==> src/rtl/snake_turn_ctrl.sv <==
// snake_turn_ctrl: debounces the cw/ccw turn buttons, queues turns and emits the periodic step pulse.
// Build option SNAKE_TURN_QUEUE_EN selects a 2-entry turn FIFO; otherwise a single overwrite slot is used.
module snake_turn_ctrl #(
  parameter int         DEBOUNCE_CYCLES = 16,
  parameter int         STEP_PERIOD     = 1000,
  parameter logic [1:0] DIR_RESET       = 2'b01
) (
  input  logic       clk,
  input  logic       rst_n,
  input  logic       btn_cw,
  input  logic       btn_ccw,
  input  logic       run,
  output logic [1:0] dir,
  output logic       step,
  output logic       turn_pending
);
  localparam int DB_W  = (DEBOUNCE_CYCLES > 1) ? $clog2(DEBOUNCE_CYCLES) : 1;
  localparam int TMR_W = (STEP_PERIOD > 1) ? $clog2(STEP_PERIOD) : 1;
  localparam logic [DB_W-1:0]  DB_LAST  = DB_W'(DEBOUNCE_CYCLES - 1);
  localparam logic [TMR_W-1:0] TMR_LAST = TMR_W'(STEP_PERIOD - 1);

  // bit 0 is the clockwise button, bit 1 the counter-clockwise button
  logic [1:0] btn_raw;
  logic [1:0] press;
  assign btn_raw = {btn_ccw, btn_cw};

  genvar gi;
  generate
    for (gi = 0; gi < 2; gi++) begin : g_btn
      logic            sync1_q, sync1_d;
      logic            sync2_q, sync2_d;
      logic            level_q, level_d;
      logic [DB_W-1:0] cnt_q, cnt_d;
      logic            rise;

      // level flips only after DEBOUNCE_CYCLES consecutive mismatching synced samples
      always_comb begin
        sync1_d = btn_raw[gi];
        sync2_d = sync1_q;
        level_d = level_q;
        cnt_d   = '0;
        rise    = 1'b0;
        if (sync2_q != level_q) begin
          if (cnt_q == DB_LAST) begin
            level_d = sync2_q;
            rise    = sync2_q;
          end else begin
            cnt_d = cnt_q + DB_W'(1);
          end
        end
      end

      always_ff @(posedge clk or negedge rst_n) begin
        if (!rst_n) begin
          sync1_q <= 1'b0;
          sync2_q <= 1'b0;
          level_q <= 1'b0;
          cnt_q   <= '0;
        end else begin
          sync1_q <= sync1_d;
          sync2_q <= sync2_d;
          level_q <= level_d;
          cnt_q   <= cnt_d;
        end
      end

      assign press[gi] = rise;
    end
  endgenerate

  logic             enq, enq_cw;
  logic             pop;
  logic [TMR_W-1:0] tmr_q, tmr_d;
  logic             step_q, step_d;
  logic [1:0]       dir_q, dir_d;
  logic             pend_q, pend_d;
  logic             head_valid, head_cw;

  // a simultaneous press of both buttons cancels out
  assign enq    = press[0] ^ press[1];
  assign enq_cw = press[0];

  always_comb begin
    tmr_d  = tmr_q;
    step_d = 1'b0;
    pop    = 1'b0;
    if (run) begin
      if (tmr_q == TMR_LAST) begin
        tmr_d  = '0;
        step_d = 1'b1;
        pop    = 1'b1;
      end else begin
        tmr_d = tmr_q + TMR_W'(1);
      end
    end
  end

`ifdef SNAKE_TURN_QUEUE_EN
  // slot 0 holds the oldest turn; valid entries are always packed from slot 0
  logic [1:0] qv_q, qv_d;
  logic [1:0] qt_q, qt_d;

  assign head_valid = qv_q[0];
  assign head_cw    = qt_q[0];

  always_comb begin
    qv_d = qv_q;
    qt_d = qt_q;
    if (pop) begin
      qv_d = {1'b0, qv_q[1]};
      qt_d = {1'b0, qt_q[1]};
    end
    if (enq) begin
      if (!qv_d[0]) begin
        qv_d[0] = 1'b1;
        qt_d[0] = enq_cw;
      end else if (!qv_d[1]) begin
        qv_d[1] = 1'b1;
        qt_d[1] = enq_cw;
      end
    end
    pend_d = |qv_d;
  end

  always_ff @(posedge clk or negedge rst_n) begin
    if (!rst_n) begin
      qv_q <= '0;
      qt_q <= '0;
    end else begin
      qv_q <= qv_d;
      qt_q <= qt_d;
    end
  end
`else
  logic slot_v_q, slot_v_d;
  logic slot_cw_q, slot_cw_d;

  assign head_valid = slot_v_q;
  assign head_cw    = slot_cw_q;

  // the newest press wins, including one landing on the same edge as a pop
  always_comb begin
    slot_v_d  = slot_v_q;
    slot_cw_d = slot_cw_q;
    if (pop) begin
      slot_v_d = 1'b0;
    end
    if (enq) begin
      slot_v_d  = 1'b1;
      slot_cw_d = enq_cw;
    end
    pend_d = slot_v_d;
  end

  always_ff @(posedge clk or negedge rst_n) begin
    if (!rst_n) begin
      slot_v_q  <= 1'b0;
      slot_cw_q <= 1'b0;
    end else begin
      slot_v_q  <= slot_v_d;
      slot_cw_q <= slot_cw_d;
    end
  end
`endif

  always_comb begin
    dir_d = dir_q;
    if (pop && head_valid) begin
      dir_d = head_cw ? (dir_q + 2'd1) : (dir_q - 2'd1);
    end
  end

  always_ff @(posedge clk or negedge rst_n) begin
    if (!rst_n) begin
      tmr_q  <= '0;
      step_q <= 1'b0;
      dir_q  <= DIR_RESET;
      pend_q <= 1'b0;
    end else begin
      tmr_q  <= tmr_d;
      step_q <= step_d;
      dir_q  <= dir_d;
      pend_q <= pend_d;
    end
  end

  assign dir          = dir_q;
  assign step         = step_q;
  assign turn_pending = pend_q;
endmodule

==> config.mk <==
export PLATFORM = sky130hd
export DESIGN_NAME = snake_turn_ctrl
export DESIGN_NICKNAME = d
export VERILOG_FILES = /design/src/rtl/snake_turn_ctrl.sv
export SDC_FILE = /design/constraint.sdc
export NUM_CORES = 1
export LEC_CHECK = 0
export BUFFER_PORTS_ARGS = -buffer_cell sky130_fd_sc_hd__buf_2
export CELL_PAD_IN_SITES_DETAIL_PLACEMENT = 2
export CELL_PAD_IN_SITES_GLOBAL_PLACEMENT = 2
export CORE_MARGIN = 4
export CORE_UTILIZATION = 35
export DETAILED_ROUTE_END_ITERATION = 7
export GPL_ROUTABILITY_DRIVEN = 0
export MAX_ROUTING_LAYER = met4
export PLACE_DENSITY = 0.72
export SLEW_MARGIN = 40
export SYNTH_ARGS = -nofsm -noshare
export SYNTH_HDL_FRONTEND = slang
export SYNTH_SLANG_ARGS = --single-unit
==> constraint.sdc <==
create_clock -name clk -period 1.5 [get_ports clk]
set_clock_uncertainty 0.2 [all_clocks]
set_input_delay 0.15 -clock clk [delete_from_list [all_inputs] [get_ports clk]]
set_output_delay 0.15 -clock clk [all_outputs]
set_load 0.05 [all_outputs]
## Word-level counts from Yosys, hierarchy flattened

Index checks and enable logic that the tools add are counted.

- Memories kept: 0
- RAM bits: 0
- Output and inout port bits: 4
- Logic and storage cells: 42
- Bits in registers: 29
- Bits in read-only memories: 0
- Input port bits: 5
- Bits in latches: 0

- Order comparisons: 0
- Add/sub/neg operators: 5
- Eq/ne operators: 5
- Reduce and logical (&&, ||, !) cells: 4
- Multipliers: 0
- Div/mod/pow operators: 0
- Bitwise logic cells: 1
- Shift operators: 0
- Multiplexer cells: 14

Operators by type and width:

| operator | count |
|---|---|
| 2-to-1 mux 4 bit | 4 |
| adder 10 x 1 -> 10 bit (second input constant) | 1 |
| == test 10 bit (second input constant) | 1 |
| 2-to-1 mux 10 bit | 1 |
| adder 4 x 1 -> 4 bit (second input constant) | 2 |
| == test 4 bit (second input constant) | 2 |
| 2-to-1 mux 1 bit | 8 |
| AND reduction 2 bit | 2 |
| adder 2 x 1 -> 2 bit (second input constant) | 1 |
| 2-to-1 mux 2 bit | 1 |
| != test 1 bit | 2 |
| nonzero test 2 bit | 1 |
| subtractor 2 x 1 -> 2 bit (second input constant) | 1 |
| logical AND 1 bit | 1 |
| XOR 1 bit | 1 |

## Logic depth before layout (Yosys ltp)

Gate-level depths: netlist (run 1).

- Depth in word-level cells: 5
- Depth in mapped cells: 6
- Gate-level depth less buffers: 5

## Least setup slack after synthesis (run 1)

OpenSTA, ideal clock, no wires.

- Path kind: reg2reg
- Start point: register tmr_q[0]
- End point: register dir_q[1] (netlist: dir[1])
- Period minus slack after synthesis: 1.546 ns
- Arrival time: 1.205 ns
- Setup time: 0.140 ns
- Data required time: 1.160 ns
- Cell stages (with the launch flop): 7
- Slack: -0.046 ns
- Path through: dfrtp_1 > ha_1 > and3_1 > buf_4 > and2_1 > nand4_1 > xnor2_1

- Word-level cells in the longest chain between the ends: 4

RTL lines:

| item | line | text |
|---|---|---|
| from (decl) | 73 | `logic [TMR_W-1:0] tmr_q, tmr_d;` |
| from (signal assigned) | 180 | `tmr_q <= tmr_d;` |
| == test 10 bit | 88 | `if (tmr_q == TMR_LAST) begin` |
| 2-to-1 mux 1 bit | 88 |  |
| 2-to-1 mux 1 bit | 87 | `if (run) begin` |
| logical AND 1 bit | 168 | `if (pop && head_valid) begin` |
| to (signal assigned) | 182 | `dir_q <= dir_d;` |
| to (decl) | 75 | `logic [1:0] dir_q, dir_d;` |

Every way passes these cells.
A chain may end at the register's enable or synchronous reset.

## Worst setup path after layout (run 1)

- Start point: register g_btn[1].cnt_q[0]
- End point: register slot_cw_q (netlist: head_cw)

- Word-level cells in the longest chain between the ends: 4

RTL lines:

| item | line | text |
|---|---|---|
| from (decl) | 33 | `logic [DB_W-1:0] cnt_q, cnt_d;` |
| from (signal assigned) | 63 | `cnt_q <= cnt_d;` |
| == test 4 bit | 44 | `if (cnt_q == DB_LAST) begin` |
| 2-to-1 mux 1 bit | 44 |  |
| 2-to-1 mux 1 bit | 43 | `if (sync2_q != level_q) begin` |
| XOR 1 bit | 80 | `assign enq = press[0] ^ press[1];` |
| to (signal assigned) | 161 | `slot_cw_q <= slot_cw_d;` |
| to (decl) | 136 | `logic slot_cw_q, slot_cw_d;` |

Every way passes these cells.

==> impl_results.html, run 1 <==
<table>
<tr><th>Metric</th><th>Value</th></tr>
<tr><th colspan="2">Status</th></tr>
<tr><td>Outcome</td><td>finished with violations</td></tr>
<tr><td>Violations in the final reports</td><td>setup timing</td></tr>
<tr><th colspan="2">Power and ir drop</th></tr>
<tr><td>Areal power density over the cells</td><td>1175 nW/um2</td></tr>
<tr><td>Leakage power total</td><td>0.0007795 uW</td></tr>
<tr><td>Worst IR Drop VDD</td><td>0.0006126 V</td></tr>
<tr><td>Power Total</td><td>2020 uW</td></tr>
<tr><th colspan="2">Clock tree</th></tr>
<tr><td>Clock sink total</td><td>29</td></tr>
<tr><td>Clock buffers created by TritonCTS</td><td>5</td></tr>
<tr><td>Cell at the root of the clock tree</td><td>sky130_fd_sc_hd__clkbuf_8</td></tr>
<tr><td>CTS tree</td><td>built</td></tr>
<tr><td>Clock-pin transition on the worst setup and hold timing paths</td><td>0.06 ns</td></tr>
<tr><td>Skew-Pair Late Insertion Delay</td><td>0.27 ns</td></tr>
<tr><td>H-tree levels</td><td>2</td></tr>
<tr><td>Max Root-Sink Buffers</td><td>2</td></tr>
<tr><th colspan="2">Finish</th></tr>
<tr><td>Fraction of layout cells with a size suffix above 1</td><td>36.24%</td></tr>
<tr><td>Sequential cell area</td><td>726.9 um2</td></tr>
<tr><td>Area added between synthesis and finish</td><td>33.27%</td></tr>
<tr><td>Number of antenna repair diodes</td><td>0</td></tr>
<tr><td>Multi-input combinational cell area</td><td>581.8 um2</td></tr>
<tr><td>Final Cell Area</td><td>1719 um2</td></tr>
<tr><td>Net count, final</td><td>156</td></tr>
<tr><td>Post-Layout Cell Count</td><td>195</td></tr>
<tr><td>Fill count</td><td>346</td></tr>
<tr><th colspan="2">Floorplan</th></tr>
<tr><td>Die Y</td><td>68.71 um</td></tr>
<tr><td>Overall die width</td><td>68.71 um</td></tr>
<tr><td>Floorplan core area</td><td>3442 um2</td></tr>
<tr><td>I/O Pins</td><td>9</td></tr>
<tr><td>Die footprint</td><td>4721 um2</td></tr>
<tr><td>Initial standard-cell utilization of the core</td><td>37.48%</td></tr>
<tr><td>Number of core rows</td><td>21</td></tr>
<tr><th colspan="2">Critical path</th></tr>
<tr><td>Arrival @ worst endpoint</td><td>1.46 ns</td></tr>
<tr><td>CP max stage delay</td><td>0.36 ns</td></tr>
<tr><td>Master of the slowest instance on the critical path</td><td>sky130_fd_sc_hd__dfrtp_1</td></tr>
<tr><td>CP endpoint kind</td><td>flip-flop</td></tr>
<tr><td>Startpoint class of the critical path</td><td>flip-flop</td></tr>
<tr><td>Worst Setup Path Type</td><td>flip-flop to flip-flop</td></tr>
<tr><td>CP max FO</td><td>3</td></tr>
<tr><td>Required time at the endpoint of the critical path</td><td>1.46 ns</td></tr>
<tr><td>Ordered list of cells on the worst path</td><td>ha_2 -&gt; and3_4 -&gt; nand3b_1 -&gt; maj3_2</td></tr>
<tr><th colspan="2">STA</th></tr>
<tr><td>Post-layout minimum cycle time</td><td>1.506 ns</td></tr>
<tr><td>Transition at the pin with the smallest max-transition slack</td><td>0.4550 ns</td></tr>
<tr><td>Count of endpoints failing setup in the final report</td><td>1</td></tr>
<tr><td>Final worst setup slack</td><td>-0.006131 ns</td></tr>
<tr><td>Setup repair after global routing missed its margin</td><td>yes</td></tr>
<tr><td>Hold violation total from the final report</td><td>0</td></tr>
<tr><td>Worst relative slew slack</td><td>69.45%</td></tr>
<tr><td>Maximum frequency from static timing analysis</td><td>664.0 MHz</td></tr>
<tr><td>Final clock period utilization by the worst path</td><td>100.4%</td></tr>
<tr><td>Final hold slack</td><td>0.00004299 ns</td></tr>
<tr><td>Total negative slack</td><td>-0.006131 ns</td></tr>
<tr><td>Number of pins with negative max-slew slack in the final report</td><td>0</td></tr>
<tr><th colspan="2">Global routing</th></tr>
<tr><td>Global-route wire length before repair</td><td>5395 um</td></tr>
<tr><td>Initial antenna violation count</td><td>0</td></tr>
<tr><td>Global-route usage over all layers</td><td>16.30%</td></tr>
<tr><td>Overflow after GRT</td><td>0</td></tr>
<tr><td>Pin count of the biggest net entering global routing</td><td>30</td></tr>
<tr><td>Number of global-route vias before repair</td><td>1114</td></tr>
<tr><th colspan="2">Yosys</th></tr>
<tr><td>Count of distinct cell types in the synthesized netlist</td><td>38</td></tr>
<tr><td>Synthesized net count</td><td>120</td></tr>
<tr><td>Fraction of the yosys area taken by sequential cells</td><td>56.35%</td></tr>
<tr><td>Cell area after synthesis</td><td>1290 um2</td></tr>
<tr><td>Average cell area after synthesis</td><td>11.52 um2</td></tr>
<tr><td>Synthesis-stage register bit count</td><td>29</td></tr>
<tr><td>Total number of yosys warnings</td><td>0</td></tr>
<tr><td>Synth Instances</td><td>112</td></tr>
<tr><th colspan="2">Place</th></tr>
<tr><td>Total half-perimeter wirelength after legalization and detailed placement</td><td>2170 um</td></tr>
<tr><td>Placed cell area</td><td>1485 um2</td></tr>
<tr><td># port buffers</td><td>8</td></tr>
<tr><td>Total instance count after detailed placement</td><td>177</td></tr>
<tr><th colspan="2">Job</th></tr>
<tr><td>Max Cap Viol</td><td>0</td></tr>
<tr><th colspan="2">Drt</th></tr>
<tr><td>Detailed-route wire length</td><td>3163 um</td></tr>
<tr><td>Iteration count of the initial detailed-routing pass</td><td>4</td></tr>
<tr><td>Drt initial violations</td><td>29</td></tr>
<tr><td>DR DRC count</td><td>0</td></tr>
<tr><td>Routed via count divided by cell count</td><td>4.985</td></tr>
<tr><td>Wirelength per Cell</td><td>16.22 um</td></tr>
<tr><td>Via count</td><td>972</td></tr>
<tr><td>ANT nets after route</td><td>0</td></tr>
<tr><th colspan="2">Hold path</th></tr>
<tr><td>Class of the worst hold path</td><td>input pin to flip-flop</td></tr>
</table>
==> where the power goes <==
part | switching [uW] | internal [uW]
combinational | 173 | 204
clock | 284 | 414
sequential | 80.1 | 865
total | 537 | 1480
==> flip-flops by register name (all words and copies together) (netlist names) <==
register and flops:
step 1, dir 2, head_cw 1, g_btn.level_q 2, g_btn.sync2_q 2, tmr_q 10, turn_pending 1, g_btn.cnt_q 8
g_btn.sync1_q 2
==> layer usage <==
metal	wire [um]	track usage, %	vias up
li1	-	-	464
met3	88	4.862	5
met2	1640	27.77	9
met1	1393	18.68	494
met5	0	-	-
met4	40	4.380	0
==> worst max-delay path: cells and delay by family (launching register included) <==
family | cells | cell delay [ns]
fa+ha+maj | 2 | 0.52
flops | 1 | 0.36
simple gates | 2 | 0.31
==> cell usage after synthesis <==
library cell               number  area [um2]
sky130_fd_sc_hd__a21o_1         3       22.52
sky130_fd_sc_hd__a21oi_1        6       30.03
sky130_fd_sc_hd__a311oi_1       1       8.760
sky130_fd_sc_hd__a31oi_1        2       12.51
sky130_fd_sc_hd__a32o_1         1       10.01
sky130_fd_sc_hd__a41oi_1        1       8.760
sky130_fd_sc_hd__and2_1         2       12.51
sky130_fd_sc_hd__and3_1         2       12.51
sky130_fd_sc_hd__and3_2         1       7.510
sky130_fd_sc_hd__and4_1         3       26.28
sky130_fd_sc_hd__buf_4          1       7.510
sky130_fd_sc_hd__buf_6          1       11.26
sky130_fd_sc_hd__clkbuf_2       1       5.000
sky130_fd_sc_hd__dfrtp_1       28       700.7
sky130_fd_sc_hd__dfstp_2        1       26.28
sky130_fd_sc_hd__ha_1           3       37.54
sky130_fd_sc_hd__inv_1          5       18.77
sky130_fd_sc_hd__maj3_1         1       10.01
sky130_fd_sc_hd__mux2_2         2       22.52
sky130_fd_sc_hd__nand2_1        6       22.52
sky130_fd_sc_hd__nand2b_1       1       6.260
sky130_fd_sc_hd__nand3_1        1       5.000
sky130_fd_sc_hd__nand3b_1       1       7.510
sky130_fd_sc_hd__nand4_1        3       18.77
sky130_fd_sc_hd__nand4b_1       2       17.52
sky130_fd_sc_hd__nor2_1         5       18.77
sky130_fd_sc_hd__nor2_2         1       6.260
sky130_fd_sc_hd__nor2b_1        2       12.51
sky130_fd_sc_hd__nor3_1         1       5.000
sky130_fd_sc_hd__nor3_2         1       10.01
sky130_fd_sc_hd__nor3b_1        3       22.52
sky130_fd_sc_hd__o21ai_0        4       20.02
sky130_fd_sc_hd__o21ai_1        2       10.01
sky130_fd_sc_hd__o22ai_1        1       6.260
sky130_fd_sc_hd__or2b_1         1       7.510
sky130_fd_sc_hd__or3_1          1       6.260
sky130_fd_sc_hd__xnor2_1        9       78.83
sky130_fd_sc_hd__xor2_1         2       17.52
==> timing repair <==
action | in CTS | in global routing
endpoints found under the setup margin | 9 | 12
setup buffers | 2 | 4
hold buffers | 4 | 0
gates resized for setup | 9 | 5
pin swaps | 1 | 9
hold endpoints to repair | 33 | 0
==> placed cells by master (no fill, tap or decap), drive strengths merged, types with 3 or more instances in the layout <==
cell	netlist	layout
dfrtp	28	28
nand4	3	3
inv	5	5
and4	3	3
ha	3	3
nor3b	3	3
o21ai	6	6
buf	2	27
a21oi	6	6
dlygate4sd3	0	4
xnor2	9	9
and3	3	3
nor2	6	6
nand2	6	6
clkbuf	1	8
a21o	3	3
==> worst paths after layout <==
kind / startpoint / end / slack, ns / cells past startpoint
setup / recovery: g_btn[1].cnt_q[0]$_DFF_PN0_ / head_cw$_DFFE_PN0P_ / -0.006 / 4
hold / removal: run / tmr_q[0]$_DFFE_PN0P_ / 0.00004 / 3
hold reg to reg: g_btn[0].sync1_q$_DFF_PN0_ / g_btn[0].sync2_q$_DFF_PN0_ / 0.16 / 0
setup reg to reg: g_btn[1].cnt_q[0]$_DFF_PN0_ / head_cw$_DFFE_PN0P_ / -0.006 / 4
max in group asynchronous: rst_n / dir[0]$_DFFE_PN1P_ / 0.57 / 3
min in group asynchronous: rst_n / tmr_q[7]$_DFFE_PN0P_ / 0.22 / 3
==> cell families after synthesis <==
| kind of cell | after synthesis | synth area share [%] |
|---|---|---|
| AO/OA/AOI/OAI | 21 | 9.991 |
| XOR/XNOR | 11 | 7.469 |
| adder cells (fa/ha/maj) | 4 | 3.686 |
| buffers and inverters | 8 | 3.298 |
| flip-flops | 29 | 56.35 |
| multiplexers | 2 | 1.746 |
| AND/OR/NAND/NOR | 37 | 17.46 |
==> cell type report <==
class	instances	share of cell area [%]
timing repair buffer	32	13.54
tap	46	3.348
multi-input combinational	75	33.84
clock buffer	7	5.604
inverter	5	1.092
clock inverter	1	0.2911
sequential	29	42.29
==> through the flow <==
stage                     worst slack [ns]  utilization [%]
final                            -0.006131            49.95
after global routing              -0.08354            49.95
after CTS                        -0.009146            48.42
after detailed placement           -0.1021            43.15
after global placement            -0.01046            43.15
after floorplan                   -0.03249                -
No activity file was read; power rests on OpenSTA's default activity.
==> inputs of run 2 (changes only) <==
HOLD_SLACK_MARGIN = 0.03   (was unset)
==> run 2 against run 1 <==
  * The flow still finishes with violations (setup timing)
  * Fmax down 0.38%
  * Power up 0.14%
  * Sequential power about the same
  * Die area unchanged
  * Cell area up 0.36%
  * First-iteration DRC count up 28%
  * Global-route usage up 0.21 points
  * Critical path type unchanged
  * Critical endpoint unchanged
  * Largest cell class unchanged
  * Highest routed layer unchanged
==> impl_results.html, run 2 (synthesis results as in run 1) <==
<table>
<tr><th>Metric</th><th>Value</th></tr>
<tr><th colspan="2">Status</th></tr>
<tr><td>Outcome</td><td>finished with violations</td></tr>
<tr><td>Violations in the final reports</td><td>setup timing</td></tr>
<tr><th colspan="2">Global routing</th></tr>
<tr><td>Pin count of the biggest net entering global routing</td><td>30</td></tr>
<tr><td>Met2 global-route usage</td><td>27.77%</td></tr>
<tr><td>Global-route wire length before repair</td><td>5457 um</td></tr>
<tr><td>Routing usage on met1</td><td>19.29%</td></tr>
<tr><td>Global-route usage over all layers</td><td>16.51%</td></tr>
<tr><td>Overflow after GRT</td><td>0</td></tr>
<tr><td>Number of global-route vias before repair</td><td>1100</td></tr>
<tr><td>Peak-usage layer in the global routing report</td><td>met2</td></tr>
<tr><td>GRT met3 Usage</td><td>4.862%</td></tr>
<tr><td>Initial antenna violation count</td><td>0</td></tr>
<tr><th colspan="2">Drt</th></tr>
<tr><td>Iteration count of the initial detailed-routing pass</td><td>4</td></tr>
<tr><td>Via count</td><td>972</td></tr>
<tr><td>DR DRC count</td><td>0</td></tr>
<tr><td>Detailed-route wire length</td><td>3180 um</td></tr>
<tr><td>Drt initial violations</td><td>37</td></tr>
<tr><td>Routed via count divided by cell count</td><td>4.985</td></tr>
<tr><td>ANT nets after route</td><td>0</td></tr>
<tr><td>Wirelength per Cell</td><td>16.31 um</td></tr>
<tr><th colspan="2">Critical path</th></tr>
<tr><td>Required time at the endpoint of the critical path</td><td>1.45 ns</td></tr>
<tr><td>CP endpoint kind</td><td>flip-flop</td></tr>
<tr><td>CP max FO</td><td>3</td></tr>
<tr><td>Arrival @ worst endpoint</td><td>1.47 ns</td></tr>
<tr><td>Worst Setup Path Type</td><td>flip-flop to flip-flop</td></tr>
<tr><td>Startpoint class of the critical path</td><td>flip-flop</td></tr>
<tr><th colspan="2">Floorplan</th></tr>
<tr><td>Overall die width</td><td>68.71 um</td></tr>
<tr><td>Floorplan core area</td><td>3442 um2</td></tr>
<tr><td>Number of core rows</td><td>21</td></tr>
<tr><td>I/O Pins</td><td>9</td></tr>
<tr><td>Initial standard-cell utilization of the core</td><td>37.48%</td></tr>
<tr><td>Die Y</td><td>68.71 um</td></tr>
<tr><td>Die footprint</td><td>4721 um2</td></tr>
<tr><th colspan="2">Power and ir drop</th></tr>
<tr><td>Switching share of power</td><td>26.75%</td></tr>
<tr><td>Relative contribution of the clock network to total power</td><td>34.6%</td></tr>
<tr><td>Combinational share of power</td><td>18.7%</td></tr>
<tr><td>Internal cell power</td><td>1481 uW</td></tr>
<tr><td>Areal power density over the cells</td><td>1172 nW/um2</td></tr>
<tr><td>Worst IR Drop VDD</td><td>0.0006150 V</td></tr>
<tr><td>Leakage power total</td><td>0.0007801 uW</td></tr>
<tr><td>Power Total</td><td>2022 uW</td></tr>
<tr><td>Power spent charging and discharging nets</td><td>541.0 uW</td></tr>
<tr><td>Sequential cell fraction of total power</td><td>46.8%</td></tr>
<tr><th colspan="2">Finish</th></tr>
<tr><td>Top flop regs</td><td>tmr_q (10), g_btn.cnt_q (8)</td></tr>
<tr><td>Post-Layout Cell Count</td><td>195</td></tr>
<tr><td>Fraction of layout cells with a size suffix above 1</td><td>36.24%</td></tr>
<tr><td>Most flops, register</td><td>tmr_q</td></tr>
<tr><td>Net count, final</td><td>156</td></tr>
<tr><td>Area added between synthesis and finish</td><td>33.75%</td></tr>
<tr><td>Number of antenna repair diodes</td><td>0</td></tr>
<tr><td>Fill count</td><td>347</td></tr>
<tr><td>Commonest cells after routing, fill and taps aside</td><td>sky130_fd_sc_hd__dfrtp_1 (28), sky130_fd_sc_hd__buf_4 (19), sky130_fd_sc_hd__xnor2_1 (9), sky130_fd_sc_hd__clkbuf_8 (7), sky130_fd_sc_hd__buf_2 (7)</td></tr>
<tr><td>Most frequent standard cell in the layout excluding fill and tap cells</td><td>sky130_fd_sc_hd__dfrtp_1</td></tr>
<tr><td>Share of the core filled with cells</td><td>50.13%</td></tr>
<tr><td>Max FFs per register</td><td>10</td></tr>
<tr><th colspan="2">Clock tree</th></tr>
<tr><td>Clock-pin transition on the worst setup and hold timing paths</td><td>0.07 ns</td></tr>
<tr><td>Max Root-Sink Buffers</td><td>2</td></tr>
<tr><td>Clock buffers created by TritonCTS</td><td>5</td></tr>
<tr><td>Skew-Pair Late Insertion Delay</td><td>0.28 ns</td></tr>
<tr><td>H-tree levels</td><td>2</td></tr>
<tr><td>CTS tree</td><td>built</td></tr>
<tr><td>Clock sink total</td><td>29</td></tr>
<tr><td>Cell at the root of the clock tree</td><td>sky130_fd_sc_hd__clkbuf_8</td></tr>
<tr><th colspan="2">STA</th></tr>
<tr><td>Final hold slack</td><td>0.04667 ns</td></tr>
<tr><td>Final worst setup slack</td><td>-0.01188 ns</td></tr>
<tr><td>Post-layout minimum cycle time</td><td>1.512 ns</td></tr>
<tr><td>Setup repair after global routing missed its margin</td><td>yes</td></tr>
<tr><td>Maximum frequency from static timing analysis</td><td>661.4 MHz</td></tr>
<tr><td>Number of pins with negative max-slew slack in the final report</td><td>0</td></tr>
<tr><td>Hold violation total from the final report</td><td>0</td></tr>
<tr><td>Final clock period utilization by the worst path</td><td>100.8%</td></tr>
<tr><td>Worst relative slew slack</td><td>69.45%</td></tr>
<tr><td>Total negative slack</td><td>-0.01188 ns</td></tr>
<tr><td>Count of endpoints failing setup in the final report</td><td>1</td></tr>
<tr><td>Transition at the pin with the smallest max-transition slack</td><td>0.4550 ns</td></tr>
<tr><th colspan="2">Place</th></tr>
<tr><td># port buffers</td><td>8</td></tr>
<tr><td>Total half-perimeter wirelength after legalization and detailed placement</td><td>2170 um</td></tr>
<tr><td>Total instance count after detailed placement</td><td>177</td></tr>
<tr><th colspan="2">Hold path</th></tr>
<tr><td>Class of the worst hold path</td><td>input pin to flip-flop</td></tr>
<tr><th colspan="2">Job</th></tr>
<tr><td>Max Cap Viol</td><td>0</td></tr>
</table>
run 2: timing repair:
action                                  in CTS  in global routing
gates resized for setup                      9                  6
hold buffers                                 5                  0
hold endpoints to repair                    33                  0
endpoints found under the setup margin       9                 12
buffers inserted                             2                  3
pin swaps                                    1                  9
run 2: power groups by stage:
| stage | Clock, uW | Combinational (uW) | Sequential, uW |
|---|---|---|---|
| after floorplan | 0 | 161 | 951 |
| after global placement | 0 | 322 | 943 |
| after detailed placement | 0 | 340 | 951 |
| after CTS | 721 | 366 | 941 |
| after global routing | 776 | 424 | 957 |
| final | 699 | 377 | 946 |
run 2: per-stage QoR:
| stage | instance area, um2 | worst slack, ns |
|---|---|---|
| 5_1_grt | 1725 | -0.08354 |
| 3_3_place_gp | 1485 | -0.01046 |
| 4_1_cts | 1677 | -0.009146 |
| 2_1_floorplan | 1306 | -0.03249 |
| 3_5_place_dp | 1485 | -0.1021 |
| 6_report | 1725 | -0.01188 |
run 2: path summary, 6_finish.rpt:
path                       cells after the start  slack [ns]                   startpoint                          to
hold reg to reg                                0        0.16   g_btn[0].sync1_q$_DFF_PN0_  g_btn[0].sync2_q$_DFF_PN0_
setup reg to reg                               4       -0.01  g_btn[1].cnt_q[0]$_DFF_PN0_         head_cw$_DFFE_PN0P_
setup / recovery                               4       -0.01  g_btn[1].cnt_q[0]$_DFF_PN0_         head_cw$_DFFE_PN0P_
hold / removal                                 3        0.05                          run        tmr_q[0]$_DFFE_PN0P_
min in group asynchronous                      3        0.22                        rst_n        tmr_q[7]$_DFFE_PN0P_
max in group asynchronous                      3        0.57                        rst_n          dir[0]$_DFFE_PN1P_
run 2: metal layers:
metal	vias to the layer above	share of wire [%]
li1	467	-
met5	-	0
met1	489	44
met3	4	2.9
met4	0	1.0
met2	12	52
run 2: final cells by class:
| class | instances | area (um2) | area share (%) |
|---|---|---|---|
| clock buffer | 7 | 96.34 | 5.584 |
| clock inverter | 1 | 5.005 | 0.2901 |
| inverter | 5 | 18.77 | 1.088 |
| multi-input combinational | 75 | 585.6 | 33.94 |
| sequential | 29 | 726.9 | 42.13 |
| tap | 46 | 57.56 | 3.336 |
| timing repair buffer | 32 | 235.2 | 13.63 |
run 2: worst max-delay path, cell delays in order, from the launching register on:
cell and delay, ns:
sky130_fd_sc_hd__dfrtp_1 0.36, sky130_fd_sc_hd__ha_2 0.20, sky130_fd_sc_hd__and3_4 0.19, sky130_fd_sc_hd__nand3b_1 0.12, sky130_fd_sc_hd__maj3_2 0.32
==> inputs of run 3 (changes only) <==
PLACE_DENSITY = unset   (was 0.72)
PLACE_DENSITY_LB_ADDON = 0.1   (was unset)
==> run 3 against run 2 <==
  * The run still ends with setup timing left
  * First-iteration DRC count down 38%
  * Sequential share of layout area down 0.36 points
  * Final cell count up 1.5%
  * Critical path depth up 1
  * Global-route usage up 0.23 points
  * Combinational power up 8.0%
  * Hold slack worse by 0.0030 ns
  * Cell area up 0.87%
  * Flip-flop and latch count unchanged
  * Die area unchanged
  * Worst setup slack worse by 0.16 ns
  * Power down 0.94%
  * Critical path type unchanged
  * Largest power group unchanged
==> impl_results.html, run 3 (synthesis results as in run 1) <==
<table>
<tr><th>Metric</th><th>Value</th></tr>
<tr><th colspan="2">Global routing</th></tr>
<tr><td>Overflow after GRT</td><td>0</td></tr>
<tr><td>Pin count of the biggest net entering global routing</td><td>30</td></tr>
<tr><td>Initial antenna violation count</td><td>0</td></tr>
<tr><td>Global-route wire length before repair</td><td>5437 um</td></tr>
<tr><td>Number of global-route vias before repair</td><td>1114</td></tr>
<tr><td>Global-route usage over all layers</td><td>16.74%</td></tr>
<tr><th colspan="2">Finish</th></tr>
<tr><td>Most flops, register</td><td>tmr_q</td></tr>
<tr><td>Final Cell Area</td><td>1740 um2</td></tr>
<tr><td>Most frequent standard cell in the layout excluding fill and tap cells</td><td>sky130_fd_sc_hd__dfrtp_1</td></tr>
<tr><td>Max FFs per register</td><td>10</td></tr>
<tr><td>Area added between synthesis and finish</td><td>34.92%</td></tr>
<tr><td>Multi-input combinational cell area</td><td>579.3 um2</td></tr>
<tr><td>Top flop regs</td><td>tmr_q (10), g_btn.cnt_q (8)</td></tr>
<tr><td>Sequential cell area</td><td>726.9 um2</td></tr>
<tr><td>Number of antenna repair diodes</td><td>0</td></tr>
<tr><td>Commonest cells after routing, fill and taps aside</td><td>sky130_fd_sc_hd__dfrtp_1 (28), sky130_fd_sc_hd__buf_4 (21), sky130_fd_sc_hd__xnor2_1 (9), sky130_fd_sc_hd__buf_2 (8)</td></tr>
<tr><td>Fraction of layout cells with a size suffix above 1</td><td>35.53%</td></tr>
<tr><td>Net count, final</td><td>159</td></tr>
<tr><td>Fill count</td><td>344</td></tr>
<tr><th colspan="2">Power and ir drop</th></tr>
<tr><td>Power spent charging and discharging nets</td><td>550.9 uW</td></tr>
<tr><td>Switching share of power</td><td>27.50%</td></tr>
<tr><td>Sequential cell fraction of total power</td><td>47.1%</td></tr>
<tr><td>Areal power density over the cells</td><td>1151 nW/um2</td></tr>
<tr><td>Leakage power total</td><td>0.0008060 uW</td></tr>
<tr><td>Relative contribution of the clock network to total power</td><td>32.6%</td></tr>
<tr><td>Combinational share of power</td><td>20.3%</td></tr>
<tr><td>Internal cell power</td><td>1452 uW</td></tr>
<tr><td>Worst IR Drop VDD</td><td>0.0005598 V</td></tr>
<tr><th colspan="2">STA</th></tr>
<tr><td>Final hold slack</td><td>0.04369 ns</td></tr>
<tr><td>Post-layout minimum cycle time</td><td>1.672 ns</td></tr>
<tr><td>Worst relative slew slack</td><td>72.22%</td></tr>
<tr><td>Final worst setup slack</td><td>-0.1723 ns</td></tr>
<tr><td>Number of pins with negative max-slew slack in the final report</td><td>0</td></tr>
<tr><td>Final clock period utilization by the worst path</td><td>111.5%</td></tr>
<tr><td>Count of endpoints failing setup in the final report</td><td>7</td></tr>
<tr><td>Transition at the pin with the smallest max-transition slack</td><td>0.4137 ns</td></tr>
<tr><td>Setup repair after global routing missed its margin</td><td>yes</td></tr>
<tr><td>Hold violation total from the final report</td><td>0</td></tr>
<tr><td>Total negative slack</td><td>-0.3964 ns</td></tr>
<tr><td>Maximum frequency from static timing analysis</td><td>598.0 MHz</td></tr>
<tr><th colspan="2">Critical path</th></tr>
<tr><td>Ordered list of cells on the worst path</td><td>ha_2 -&gt; and3_4 -&gt; nand2_1 -&gt; or3_1 -&gt; o21ai_0</td></tr>
<tr><td>Master of the slowest instance on the critical path</td><td>sky130_fd_sc_hd__dfrtp_1</td></tr>
<tr><td>Cell family contributing the most delay on the critical path</td><td>simple AND/OR/NAND/NOR gates</td></tr>
<tr><td>Required time at the endpoint of the critical path</td><td>1.47 ns</td></tr>
<tr><td>Worst Setup Path Type</td><td>flip-flop to flip-flop</td></tr>
<tr><td>Bufs and invs on worst path</td><td>0</td></tr>
<tr><td>Startpoint class of the critical path</td><td>flip-flop</td></tr>
<tr><td>Arrival @ worst endpoint</td><td>1.64 ns</td></tr>
<tr><td>CP endpoint kind</td><td>flip-flop</td></tr>
<tr><td>CP max FO</td><td>6</td></tr>
<tr><td>CP max stage delay</td><td>0.38 ns</td></tr>
<tr><th colspan="2">Place</th></tr>
<tr><td># port buffers</td><td>8</td></tr>
<tr><td>Placed cell area</td><td>1498 um2</td></tr>
<tr><td>Worst setup slack after placement</td><td>-0.09160 ns</td></tr>
<tr><td>Total half-perimeter wirelength after legalization and detailed placement</td><td>1986 um</td></tr>
<tr><th colspan="2">Clock tree</th></tr>
<tr><td>CTS tree</td><td>built</td></tr>
<tr><td>Clock-pin transition on the worst setup and hold timing paths</td><td>0.06 ns</td></tr>
<tr><td>Cell at the root of the clock tree</td><td>sky130_fd_sc_hd__clkbuf_8</td></tr>
<tr><td>Max Root-Sink Buffers</td><td>2</td></tr>
<tr><td>Skew-Pair Late Insertion Delay</td><td>0.28 ns</td></tr>
<tr><td>Clock buffers created by TritonCTS</td><td>5</td></tr>
<tr><td>Clock sink total</td><td>29</td></tr>
<tr><td>H-tree levels</td><td>2</td></tr>
<tr><th colspan="2">Drt</th></tr>
<tr><td>Via count</td><td>1017</td></tr>
<tr><td>ANT nets after route</td><td>0</td></tr>
<tr><td>Wirelength per Cell</td><td>17.27 um</td></tr>
<tr><td>Iteration count of the initial detailed-routing pass</td><td>4</td></tr>
<tr><td>Detailed-route wire length</td><td>3420 um</td></tr>
<tr><td>DR DRC count</td><td>0</td></tr>
<tr><td>Drt initial violations</td><td>23</td></tr>
<tr><td>Routed via count divided by cell count</td><td>5.136</td></tr>
<tr><th colspan="2">Floorplan</th></tr>
<tr><td>Floorplan core area</td><td>3442 um2</td></tr>
<tr><td>Die Y</td><td>68.71 um</td></tr>
<tr><td>Number of core rows</td><td>21</td></tr>
<tr><td>I/O Pins</td><td>9</td></tr>
<tr><td>Die footprint</td><td>4721 um2</td></tr>
<tr><td>Overall die width</td><td>68.71 um</td></tr>
<tr><td>Initial standard-cell utilization of the core</td><td>37.48%</td></tr>
<tr><th colspan="2">Job</th></tr>
<tr><td>Max Cap Viol</td><td>0</td></tr>
<tr><th colspan="2">Hold path</th></tr>
<tr><td>Class of the worst hold path</td><td>input pin to flip-flop</td></tr>
<tr><th colspan="2">Status</th></tr>
<tr><td>Violations in the final reports</td><td>setup timing</td></tr>
<tr><td>Outcome</td><td>finished with violations</td></tr>
</table>
==> run 3: worst paths after layout <==
path	cells after the start	startpoint	slack, ns	end
min in group asynchronous	3	rst_n	0.15	g_btn[1].cnt_q[2]$_DFF_PN0_
min reg2reg	0	g_btn[0].sync1_q$_DFF_PN0_	0.15	g_btn[0].sync2_q$_DFF_PN0_
min	3	run	0.04	tmr_q[0]$_DFFE_PN0P_
max	5	tmr_q[1]$_DFFE_PN0P_	-0.17	tmr_q[6]$_DFFE_PN0P_
max in group asynchronous	3	rst_n	0.71	dir[0]$_DFFE_PN1P_
max reg2reg	5	tmr_q[1]$_DFFE_PN0P_	-0.17	tmr_q[6]$_DFFE_PN0P_
==> run 3: power groups by stage <==
stage | combinational, uW | clock [uW] | sequential [uW]
floorplan | 161 | 0 | 951
global placement | 325 | 0 | 941
detailed placement | 343 | 0 | 948
CTS | 367 | 678 | 938
global route | 458 | 716 | 962
finish | 407 | 652 | 944
==> run 3: final cells by class <==
| class | instances | area share [%] |
|---|---|---|
| flip-flops and latches | 29 | 41.77 |
| multi-input cells | 75 | 33.29 |
| repair buffers | 35 | 15.38 |
| clock buffers | 8 | 5.176 |
| well taps | 46 | 3.307 |
| inverters | 5 | 1.078 |
==> run 3: routing by layer <==
layer	vias up	share of wire, %	routed length, um	track usage [%]
li1	475	-	-	-
met1	515	44	1492	19.84
met2	21	51	1731	26.22
met3	6	3.8	129	5.186
met4	0	2.0	67	7.299
met5	-	0	0	-
==> run 3: what timing repair did <==
item	in CTS	in global routing
gates resized for setup	4	7
hold buffers	5	0
hold endpoints to repair	33	0
setup endpoints to repair	10	14
setup buffers	2	6
pin swaps	2	9
==> run 3: per-stage QoR <==
step | total power [uW] | utilization [%] | cells
6_report | 2003 | 50.56 | 198
5_1_grt | 2136 | 50.56 | 198
4_1_cts | 1983 | 48.27 | 192
3_5_place_dp | 1292 | 43.51 | 177
3_3_place_gp | 1266 | 43.51 | 177
2_1_floorplan | 1112 | - | 112
==> run 3: tightest hold or removal path, cell delays in order <==
cell,delay (ns)
sky130_fd_sc_hd__buf_2,0.13
sky130_fd_sc_hd__or2b_1,0.16
sky130_fd_sc_hd__o21ai_1,0.05
